==> src/rtl/bus_demux4_reg.sv <==
// rtl/bus_demux4_reg.sv - registered 1-to-4 bus demux with per-lane valid/ready skid slot
// Optional macro DEMUX_COUNT_EN adds out_count, four 16-bit wrapping delivered-word counters.
module bus_demux4_reg #(
  parameter int WIDTH = 64
) (
  input  logic               clk,
  input  logic               reset,
  input  logic [WIDTH-1:0]   in_data,
  input  logic [1:0]         in_sel,
  input  logic               in_valid,
  output logic               in_ready,
  output logic [4*WIDTH-1:0] out_data,
  output logic [3:0]         out_valid,
`ifdef DEMUX_COUNT_EN
  input  logic [3:0]         out_ready,
  output logic [63:0]        out_count
`else
  input  logic [3:0]         out_ready
`endif
);

  logic [3:0]            full_q, full_d;
  logic [3:0][WIDTH-1:0] data_q, data_d;
  logic                  in_fire;
  logic [3:0]            out_fire;

  // A full lane still accepts when its consumer drains in the same cycle.
  always_comb begin
    in_ready = ~full_q[in_sel] | out_ready[in_sel];
    in_fire  = in_valid & in_ready;
    out_fire = full_q & out_ready;
    full_d   = full_q & ~out_fire;
    data_d   = data_q;
    if (in_fire) begin
      full_d[in_sel] = 1'b1;
      data_d[in_sel] = in_data;
    end
  end

  always_ff @(posedge clk or posedge reset) begin
    if (reset) begin
      full_q <= '0;
      data_q <= '0;
    end else begin
      full_q <= full_d;
      data_q <= data_d;
    end
  end

  assign out_valid = full_q;
  assign out_data  = data_q;

`ifdef DEMUX_COUNT_EN
  logic [3:0][15:0] cnt_q, cnt_d;

  always_comb begin
    for (int i = 0; i < 4; i++) begin
      cnt_d[i] = cnt_q[i] + {15'd0, out_fire[i]};
    end
  end

  always_ff @(posedge clk or posedge reset) begin
    if (reset) begin
      cnt_q <= '0;
    end else begin
      cnt_q <= cnt_d;
    end
  end

  assign out_count = cnt_q;
`endif

endmodule

==> config.mk <==
export PLATFORM = sky130hd
export DESIGN_NAME = bus_demux4_reg
export DESIGN_NICKNAME = d
export VERILOG_FILES = /design/src/rtl/bus_demux4_reg.sv
export SDC_FILE = /design/constraint.sdc
export NUM_CORES = 1
export LEC_CHECK = 0
export ABC_AREA = 1
export BUFFER_PORTS_ARGS = -buffer_cell sky130_fd_sc_hd__buf_4
export CORE_ASPECT_RATIO = 0.5
export CORE_MARGIN = 1.5
export CORE_UTILIZATION = 55
export DETAILED_ROUTE_END_ITERATION = 8
export PLACE_DENSITY = 0.84
export SYNTH_ARGS = -nofsm -noshare
export SYNTH_HDL_FRONTEND = slang
export SYNTH_SLANG_ARGS = --single-unit
==> constraint.sdc <==
create_clock -name clk -period 16.1 [get_ports clk]
set_clock_uncertainty 0.2 [all_clocks]
set_input_delay 1.61 -clock clk [delete_from_list [all_inputs] [get_ports clk]]
set_output_delay 1.61 -clock clk [all_outputs]
set_load 0.05 [all_outputs]
==> metrics.md, run 1 <==
| Metric | Value |
|---|---|
| Synthesized flop and latch total | 260 |
| Die height | just over 100 microns |
| Die area | just over 20000 sq um |
| Status | finished, final reports clean |
| Crit Reg-Reg Startpoint | out_valid[3] |
| Post-synthesis mux area share | 0% |
| Fin crit period | about 5.4 ns |
| Setup_tns | 0 ns |
| Worst Hold Class | reg -> reg |
| CTS Buf Count | 23 |
| Peak fanout along the critical path | between 100 and 150 |
| Placer Congestion | between 0.8 and 0.9 |
| Post-CTS Setup Repair Bufs | 0 |
| Sequential area share after synthesis | between 60% and 70% |
| Total Wirelength | 34300 microns |
| Layout Nets | ~1500 |
| Final core occ | around 75% |
| Synth Area in Simple Gates | approximately a third |
| Final ANT Viol Nets | 0 |
| Most frequent CP cell | nand2_1 |
| Starting density of the core | 57.3% |
| Gr ovfl total | 0 |
| I/O Buffers | roughly 330 |
| Crit path arrival time | ~5.5 ns |
| Pwr/cell area | 172 nW/um^2 |
| Footprint of the multi-input gates | 3710 sq um |
| Warnings from Yosys | 0 |
| GRT Util Overall | between 30% and 40% |
| Synth-to-layout area growth | 30.2% |
| Largest family of logic cells by synthesized area | simple AND/OR/NAND/NOR gates |
| CP Cell Sequence | buf_4, inv_2, nand2_1, nand2_1, nand2_1, nand2_1, nand2_8, buf_4, nand3_2, buf_4, nand2_1, nand2_1 |
| Area leader, netlist | dfrtp_1 |
| WL/cell | 20.1 microns |
| Mapped Area | roughly 11000 sq um |
| FF+latch area | 6510 sq um |
| Top-count cell post-synth | nand2_1 |
| Hold-fix buffers at CTS | 0 |
| Post-synth top cells | nand2_1, dfrtp_1, nand4_1 |
| Post-Place Cell Area | 13200 sq um |
| Total power | roughly 2.4 mW |
| CP Capture Type | flop |
| Share of post-route cells with drive strength above 1 | between 20 and 30% |
| CTS clock-pin slew for the worst setup and hold paths | about 0.070 ns |
| DP Wirelength | 20900 microns |
| Antenna diodes | 0 |
| Clk sinks | 260 |
| Slowest stage delay, CP | just under 1 ns |
| Initial antenna violation count | 0 |
| Root buf cell | clkbuf_16 |
| Worst setup SP type | input port |
| Min-Delay Path Depth | 2 |
| Prevailing post-synth register cell | dfrtp_1 |
| Compound-Gate Fraction of Synth Area | less than 1% |
| Yosys cell types | 17 |
| Max IR drop VDD | slightly below 0.1 mV |
| First-pass GRT wire length | roughly 53000 microns |
| Post-synth EDFFs | 0 |
| Core Region | around 19000 sq um |
| Post-CTS resize count | 0 |
| Critical path class | in -> reg |
| Fmax | 187 MHz |
| Synth top area cells | dfrtp_1, nand2_1, nand4_1 |
| Synth Net Count | 1252 |
| Max-Cap Viols | 0 |
| Number of global-route vias before repair | 9936 |
| CTS Buffer Depth | 3 |
| TritonCTS clock tree | done |
| Pleak | 7.63 nW |
| Layout fillers | around 1300 |
| Die extent in x | approximately 200 microns |
| Hold EP | out_data[246] |
| FF-to-FF setup slack | between 10 and 15 ns |
| Async SR Flop Fraction | 100% |
| R2R depth | 10 |
| Router iterations before antenna repair | 5 |
| End of the worst register-to-register path | out_data[138] |
| Post-synthesis adder-cell area fraction | 0% |
| Largest net degree at the start of global routing | roughly 150 |
| Final setup vio count | 0 |
| # rows | 35 |
| Worst-Skew Late Latency | ~0.5 ns |
| Drc violations | 0 |
| CTS H-tree depth | 1 |
| Final count of hold timing violations | 0 |
| Via/cell ratio | between 5 and 6 |
| Post-synth top area share | between 60% and 70% |
| Slowest-stage cell, CP | buf_4 |
| Worst hold start | out_data[246] |
| Syn Area/Cell | 9.14 sq um |
| Slew HR | 25.1% |
| Post-Synth XOR/XNOR Area | 0% |
| Worst Tran Pin Value | between 1 and 1.5 ns |
| DR iter-0 viols | 836 |
| Design area | approximately 14000 sq um |
| Final slew viol count | 0 |
| IO Pins | 334 |
| Period utilisation layout | between 30% and 40% |
| Unrepaired setup endpoints after global routing | false |
| WP data required | roughly 16 ns |
| Syn Inst Count | 1179 |
| Vias | around 10000 |
## layer usage
layer | track usage [%] | wire length (microns)
met2 | 54.7 | 16500
met3 | 6.73 | 3080
met1 | 41.8 | 13200
met5 | 0 | 0
met4 | 15.8 | 1580
## final cells by class
type                       instances  area share [%]
inverter                           8           0.268
sequential                       260            46.4
multi-input combinational        797            26.4
clock buffer                      32            4.84
tap                              259            2.31
clock inverter                     9            1.23
timing repair buffer             346            18.5
## state kept, by name (all words and copies together) (netlist names)
signal / cells
out_valid: 4
out_data: 256
## worst max-delay path by stage
stage	start	end	slack, ns	cells after the start
2_1_floorplan	reset	out_data[0]	7.13	1
3_3_place_gp	in_sel[0]	out_data[161]	10.52	12
3_5_place_dp	in_sel[0]	out_data[136]	10.37	12
4_1_cts	in_sel[0]	out_data[136]	10.86	12
5_1_grt	in_sel[0]	out_data[136]	10.51	12
6_report	in_sel[0]	out_data[138]	10.74	12
## worst max-delay path: cells and delay by family
family	cells	cell delay, ns
buffers and inverters	4	1.80
AND/OR/NAND/NOR	8	2.08
## per-stage QoR
step | cells | setup WS [ns] | hold WS, ns
after global routing | 1711 | 10.51 | 0.291
final | 1711 | 10.74 | 0.273
after CTS | 1711 | 10.86 | 0.276
after floorplan | 1179 | 7.13 | 0.550
after global placement | 1670 | 10.52 | 0.254
after detailed placement | 1670 | 10.37 | 0.260
## cell families after synthesis
kind of cell,after synthesis
AOI/OAI and AO/OA,4
and+or+nand+nor,793
buffers and inverters,122
DFF,260
## cells in the final DEF (no fill, tap or decap), types with 2 or more instances in the layout
| cell type | synthesis | final |
|---|---|---|
| nand2_1 | 525 | 525 |
| buf_4 | 25 | 345 |
| dfrtp_1 | 260 | 260 |
| nand4_1 | 256 | 256 |
| clkbuf_16 | 0 | 23 |
| clkbuf_8 | 0 | 7 |
| bufinv_16 | 0 | 5 |
| nand3_2 | 1 | 4 |
| inv_1 | 6 | 4 |
| inv_2 | 2 | 3 |
| nand3_1 | 6 | 3 |
| nor2_4 | 0 | 3 |
| o21ai_1 | 3 | 3 |
| clkinv_2 | 0 | 3 |
| clkbuf_1 | 34 | 2 |
## where the power goes
group / internal, mW / leakage, nW / switching, mW
Clock: 0.375 / 0.419 / 0.245
Combinational: 0.236 / 3.96 / 0.689
Sequential: 0.783 / 3.25 / 0.0836
(Power assumes the default switching activity.)
==> run 2: changes to the inputs <==
Settings changed: ABC_AREA 1 to 0, CORE_UTILIZATION 55 to 50, PLACE_DENSITY 0.84 to 0.79.
Clock period 16.1 ns to 5.3 ns, I/O delays scaled along.
==> metrics.md, run 2 <==
| Metric | Value |
|---|---|
| Status | finished, final reports clean |
| Peak fanout along the critical path | 3 |
| R2R depth | 4 |
| Pleak | around 6.2 nW |
| Crit path from | out_valid[3] |
| CTS Buffer Depth | 3 |
| Area leader, netlist | dfrtp_1 |
| CP Cell Sequence | nand2b_1, mux4_2, buf_4 |
| CTS H-tree depth | 1 |
| Slowest-stage cell, CP | mux4_2 |
| Core Region | 18800 sq um |
| IO Pins | about 330 |
| Mapped Area | 9790 sq um |
| Vias | roughly 6000 |
| Gr ovfl total | 0 |
| Synth top area cells | dfrtp_1, mux2_2, mux2_1 |
| Placer Congestion | 0.774 |
| Syn Area/Cell | approximately 17 sq um |
| Post-synthesis mux area share | about 30% |
| Setup slack at placement | 3.04 ns |
| Slew HR | between 30 and 40% |
| Worst setup SP type | flop |
| Pwr/cell area | between 500 and 600 nW/um^2 |
| Slowest stage delay, CP | between 0.4 and 0.5 ns |
| CP Capture Type | primary output |
| Synthesized flop and latch total | 260 |
| Post-synth EDFFs | 0 |
| Async SR Flop Fraction | 100% |
| FF-to-FF setup slack | 3.39 ns |
| Sequential area share after synthesis | 66.5% |
| Router iterations before antenna repair | 4 |
| CTS clock-pin slew for the worst setup and hold paths | 0.07 ns |
| Post-Synth XOR/XNOR Area | 0% |
| Post-synthesis adder-cell area fraction | 0% |
| WP data required | about 4.6 ns |
| Setup_tns | 0 ns |
| Antenna diodes | 0 |
| TritonCTS clock tree | done |
| Root buf cell | clkbuf_16 |
| Crit path arrival time | 1.63 ns |
| Worst Hold Class | in -> reg |
| Die extent in x | 201 microns |
| Max-Cap Viols | 0 |
| Min-Delay Path Depth | 2 |
| Synth-to-layout area growth | 34.9% |
| Starting density of the core | 52.1% |
| Total Wirelength | 23200 microns |
| Yosys cell types | 15 |
| Prevailing post-synth register cell | dfrtp_1 |
| Via/cell ratio | about 5 |
| Final setup vio count | 0 |
| Drc violations | 0 |
| Final count of hold timing violations | 0 |
| Final slew viol count | 0 |
| # rows | 35 |
| Layout Cells excl Fill | 1174 |
| Final ANT Viol Nets | 0 |
| Critical path class | reg -> out |
| Largest net degree at the start of global routing | around 190 |
| Die area | about 20000 sq um |
| Max FFs per register | about 260 |
| Warnings from Yosys | 0 |
| Post-CTS Setup Repair Bufs | 0 |
| Synth Net Count | about 630 |
| First-pass GRT wire length | ~36000 microns |
| Post-synth top cells | dfrtp_1, mux2_2, mux2_1 |
| Placed cells | between 1000 and 1500 |
| Worst-Skew Late Latency | 0.50 ns |
| Syn Inst Count | between 500 and 600 |
| WL/cell | 19.8 microns |
| Synth Area in Simple Gates | 0.793% |
| Initial antenna violation count | 0 |
| GRT Util Overall | approximately 22% |
| Share of post-route cells with drive strength above 1 | roughly 58% |
| Final worst setup slack | 2.94 ns |
| Clk sinks | 260 |
| Most frequent cells in the layout | buf_4, dfrtp_1, mux2_2 |
| Most common cell after layout, fill and taps aside | buf_4 |
| DR iter-0 viols | roughly 190 |
| Post-Place Cell Area | 12400 sq um |
| Largest family of logic cells by synthesized area | multiplexers |
| Unrepaired setup endpoints after global routing | false |
| Fin crit period | 2.36 ns |
| Number of global-route vias before repair | approximately 6400 |
| Worst hold start | in_data[8] |
| Worst Tran Pin Value | about 1.0 ns |
| Top-count cell post-synth | dfrtp_1 |
| Period utilisation layout | approximately 45% |
| DP Wirelength | approximately 16000 microns |
| Fmax | roughly 420 MHz |
| Compound-Gate Fraction of Synth Area | 0.102% |
| Post-CTS resize count | 0 |
| Post-synth top area share | about 66% |
| Layout Nets | between 900 and 1000 |
| Hold-fix buffers at CTS | 0 |
| Crit Reg-Reg Startpoint | out_valid[1] |
| CTS Buf Count | 23 |
| I/O Buffers | 333 |
| Max IR drop VDD | around 0.31 mV |
| Design area | about 13000 sq um |
| Die height | approximately 100 microns |
[run 2: cell count changes after synthesis, sizes merged, moves of 4 or more]
cell,before,now
buf,80,28
clkbuf,34,0
inv,8,1
mux2,0,256
nand2,526,3
nand2b,0,5
nand3,7,0
nand4,256,1
nor2,4,0
[run 2: cell type report]
class                      count  area [sq um]
clock inverter                 6          82.6
fill                        1290          5590
inverter                       1          7.51
multi-input combinational    271          3000
sequential                   260          6510
clock buffer                  34           687
tap                          259           324
timing repair buffer         343          2590
[run 2: where the power goes]
part	total (mW)	internal, mW	switching [mW]
logic	2.79	0.849	1.94
clock network	1.70	0.993	0.706
registers	2.63	2.40	0.230
[run 2: routing by layer]
metal  part of all wire, %  GRT usage (%)  up-vias  wire length (microns)
met1                    41           27.8     3123                   9450
met2                    51           40.0      171                  11900
met5                     0              0        -                      0
li1                      -              -     2655                      -
met4                   4.0           8.79        0                    932
met3                   4.1           4.24       61                    949
[run 2: path summary, 6_finish.rpt]
| kind | end |
|---|---|
| max in group asynchronous | out_data[175] |
| worst min-delay path | out_data[136] |
| worst max-delay path | in_ready |
| min in group asynchronous | out_data[165] |
| worst min register to register | out_data[57] |
| worst max register to register | out_data[82] |
[run 2: kinds of logic (layout without fill, tap and decap cells)]
family	after synthesis	after routing
flops	260	260
mux	257	257
simple gates	12	12
buf+inv	29	384
compound gates	2	2
[run 2: stage by stage]
step / util (%) / hold WS (ns) / power [mW]
3_3_place_gp: 66.2 / 0.272 / 5.41
2_1_floorplan: - / 0.437 / 4.52
6_report: 70.3 / 0.0597 / 7.12
4_1_cts: 70.3 / 0.0443 / 7.18
5_1_grt: 70.3 / 0.0443 / 7.37
3_5_place_dp: 66.2 / 0.276 / 5.47
[run 2: worst max-delay path, delay by kind of cell (launching register included)]
kind	cells	cell delay [ns]
flip-flops	1	0.36
multiplexers	1	0.47
AND/OR/NAND/NOR	1	0.10
buffers and inverters	1	0.20
==> run 3: changes to the inputs <==
Clock period 5.3 ns to 2.4 ns, I/O delays scaled along.
==> metrics.md, run 3 (same netlist as run 2, synthesis figures left out) <==
| Metric | Value |
|---|---|
| Status | finished, final reports clean |
| Worst setup SP type | input port |
| CTS H-tree depth | 1 |
| WP data required | slightly below 2 ns |
| I/O Buffers | roughly 330 |
| Post-CTS Setup Repair Bufs | 0 |
| Fin Hold WS | 0.291 ns |
| Number of global-route vias before repair | 7052 |
| First-pass GRT wire length | 38800 microns |
| Worst-Skew Late Latency | ~0.50 ns |
| CTS Buffer Depth | 3 |
| Initial antenna violation count | 0 |
| CP Capture Type | primary output |
| Final slew viol count | 0 |
| Layout fillers | 1170 |
| IO Pins | 334 |
| Crit path arrival time | 1.80 ns |
| DR iter-0 viols | ~210 |
| TritonCTS clock tree | done |
| Final worst setup slack | about 0.16 ns |
| Layout Nets | about 1000 |
| CTS clock-pin slew for the worst setup and hold paths | 0.06 ns |
| CTS Buf Count | 23 |
| Setup_tns | 0 ns |
| Routing usage on met2 | between 40 and 50% |
| Period utilisation layout | just over 90% |
| Drc violations | 0 |
| Unrepaired setup endpoints after global routing | false |
| Fin crit period | about 2.2 ns |
| Die area | 20500 sq um |
| Router iterations before antenna repair | 4 |
| Final setup vio count | 0 |
| Top Usage Layer GRT | met2 |
| Gr ovfl total | 0 |
| Fmax | around 450 MHz |
| Core Region | 18800 sq um |
| Critical path class | in -> out |
| Slew HR | approximately 60% |
| Root buf cell | clkbuf_16 |
| Setup slack at placement | between 0.5 and 0.6 ns |
| # rows | 35 |
| GRT Util Overall | roughly a quarter |
| Clk sinks | between 200 and 300 |
| DP Wirelength | 16300 microns |
| Most common cell after layout, fill and taps aside | buf_4 |
| Starting density of the core | a little over half |
| Via/cell ratio | between 5 and 6 |
| Largest net degree at the start of global routing | roughly 110 |
| Final ANT Viol Nets | 0 |
| GR met1 Demand/Resource | between 20 and 30% |
| Met3 usage | 4.50% |
| Max IR drop VDD | approximately 0.68 mV |
| Final count of hold timing violations | 0 |
| Antenna diodes | 0 |
| Share of post-route cells with drive strength above 1 | roughly 54% |
| Die height | 102 microns |
| Peak fanout along the critical path | 3 |
| Total Wirelength | between 20000 and 25000 microns |
| WL/cell | roughly 20 microns |
| Max-Cap Viols | 0 |
| Most frequent cells in the layout | buf_4, dfrtp_1, mux2_2 |
| Worst Hold Class | reg -> reg |
| Vias | 6310 |
| Pwr/cell area | ~1100 nW/um^2 |
| Die extent in x | 201 microns |
| Worst Tran Pin Value | about 0.58 ns |
| Max FFs per register | between 200 and 300 |
| Placer Congestion | ~0.8 |
| Pleak | between 6 and 7 nW |
| Synth-to-layout area growth | 43.6% |
==> run 3: cell types whose count changed in the layout (fill, tap and decap cells not counted) <==
| cell | before | now |
|---|---|---|
| dlygate4sd3_1 | 0 | 72 |
| buf_12 | 1 | 8 |
| buf_4 | 342 | 336 |
| clkbuf_8 | 7 | 3 |
| bufinv_16 | 2 | 5 |
| clkbuf_1 | 4 | 5 |
| clkinvlp_4 | 2 | 1 |
| inv_6 | 0 | 1 |
==> run 3: what timing repair did <==
item	4_1_cts	5_1_grt
hold endpoints to repair	520	0
endpoints found under the setup margin	0	0
gates resized for setup	0	0
hold buffers	72	0
==> run 3: report_power, final <==
| part | leakage (nW) | switching [mW] | internal, mW |
|---|---|---|---|
| Combinational | 3.08 | 4.32 | 1.97 |
| Clock | 0.398 | 1.56 | 2.40 |
| Sequential | 3.09 | 0.526 | 5.30 |
| Total | 6.56 | 6.40 | 9.66 |
==> run 3: final timing paths <==
kind / start / endpoint / slack, ns / depth (start not counted)
max in group asynchronous: reset / out_data[187] / 1.19 / 4
worst min register to register: out_data[0] / out_data[0] / 0.29 / 1
worst min-delay path: out_data[0] / out_data[0] / 0.29 / 1
min in group asynchronous: reset / out_data[218] / 0.31 / 4
worst max register to register: out_valid[1] / out_data[108] / 0.52 / 4
worst max-delay path: out_ready[3] / in_ready / 0.16 / 5
==> run 3: routing by layer <==
| layer | vias to the layer above | routed length, microns | part of all wire (%) |
|---|---|---|---|
| met4 | 0 | 1030 | 4.2 |
| met2 | 177 | 12900 | 52 |
| li1 | 2814 | - | - |
| met1 | 3253 | 9880 | 40 |
| met5 | - | 0 | 0 |
| met3 | 66 | 1010 | 4.1 |
==> run 3: area by class of cell <==
cell class / count / area [sq um] / area share [%]
clock inverter: 9 / 174 / 1.24
tap: 259 / 324 / 2.31
inverter: 1 / 7.51 / 0.0534
sequential: 260 / 6510 / 46.3
timing repair buffer: 416 / 3400 / 24.2
multi-input combinational: 271 / 3000 / 21.4
clock buffer: 31 / 636 / 4.52
==> run 3: critical path, cell delays in order <==
cell and delay (ns):
dlygate4sd3_1 0.56, buf_4 0.14, nand2b_1 0.17, mux4_2 0.48, buf_4 0.21
==> run 3: per-stage QoR <==
step	utilization, %	power, mW	instances	area [sq um]
2_1_floorplan	-	9.99	560	9790
3_3_place_gp	66.7	12.0	1135	12500
3_5_place_dp	66.7	12.1	1135	12500
4_1_cts	74.8	16.2	1247	14100
5_1_grt	74.8	16.6	1247	14100
6_report	74.8	16.1	1247	14100
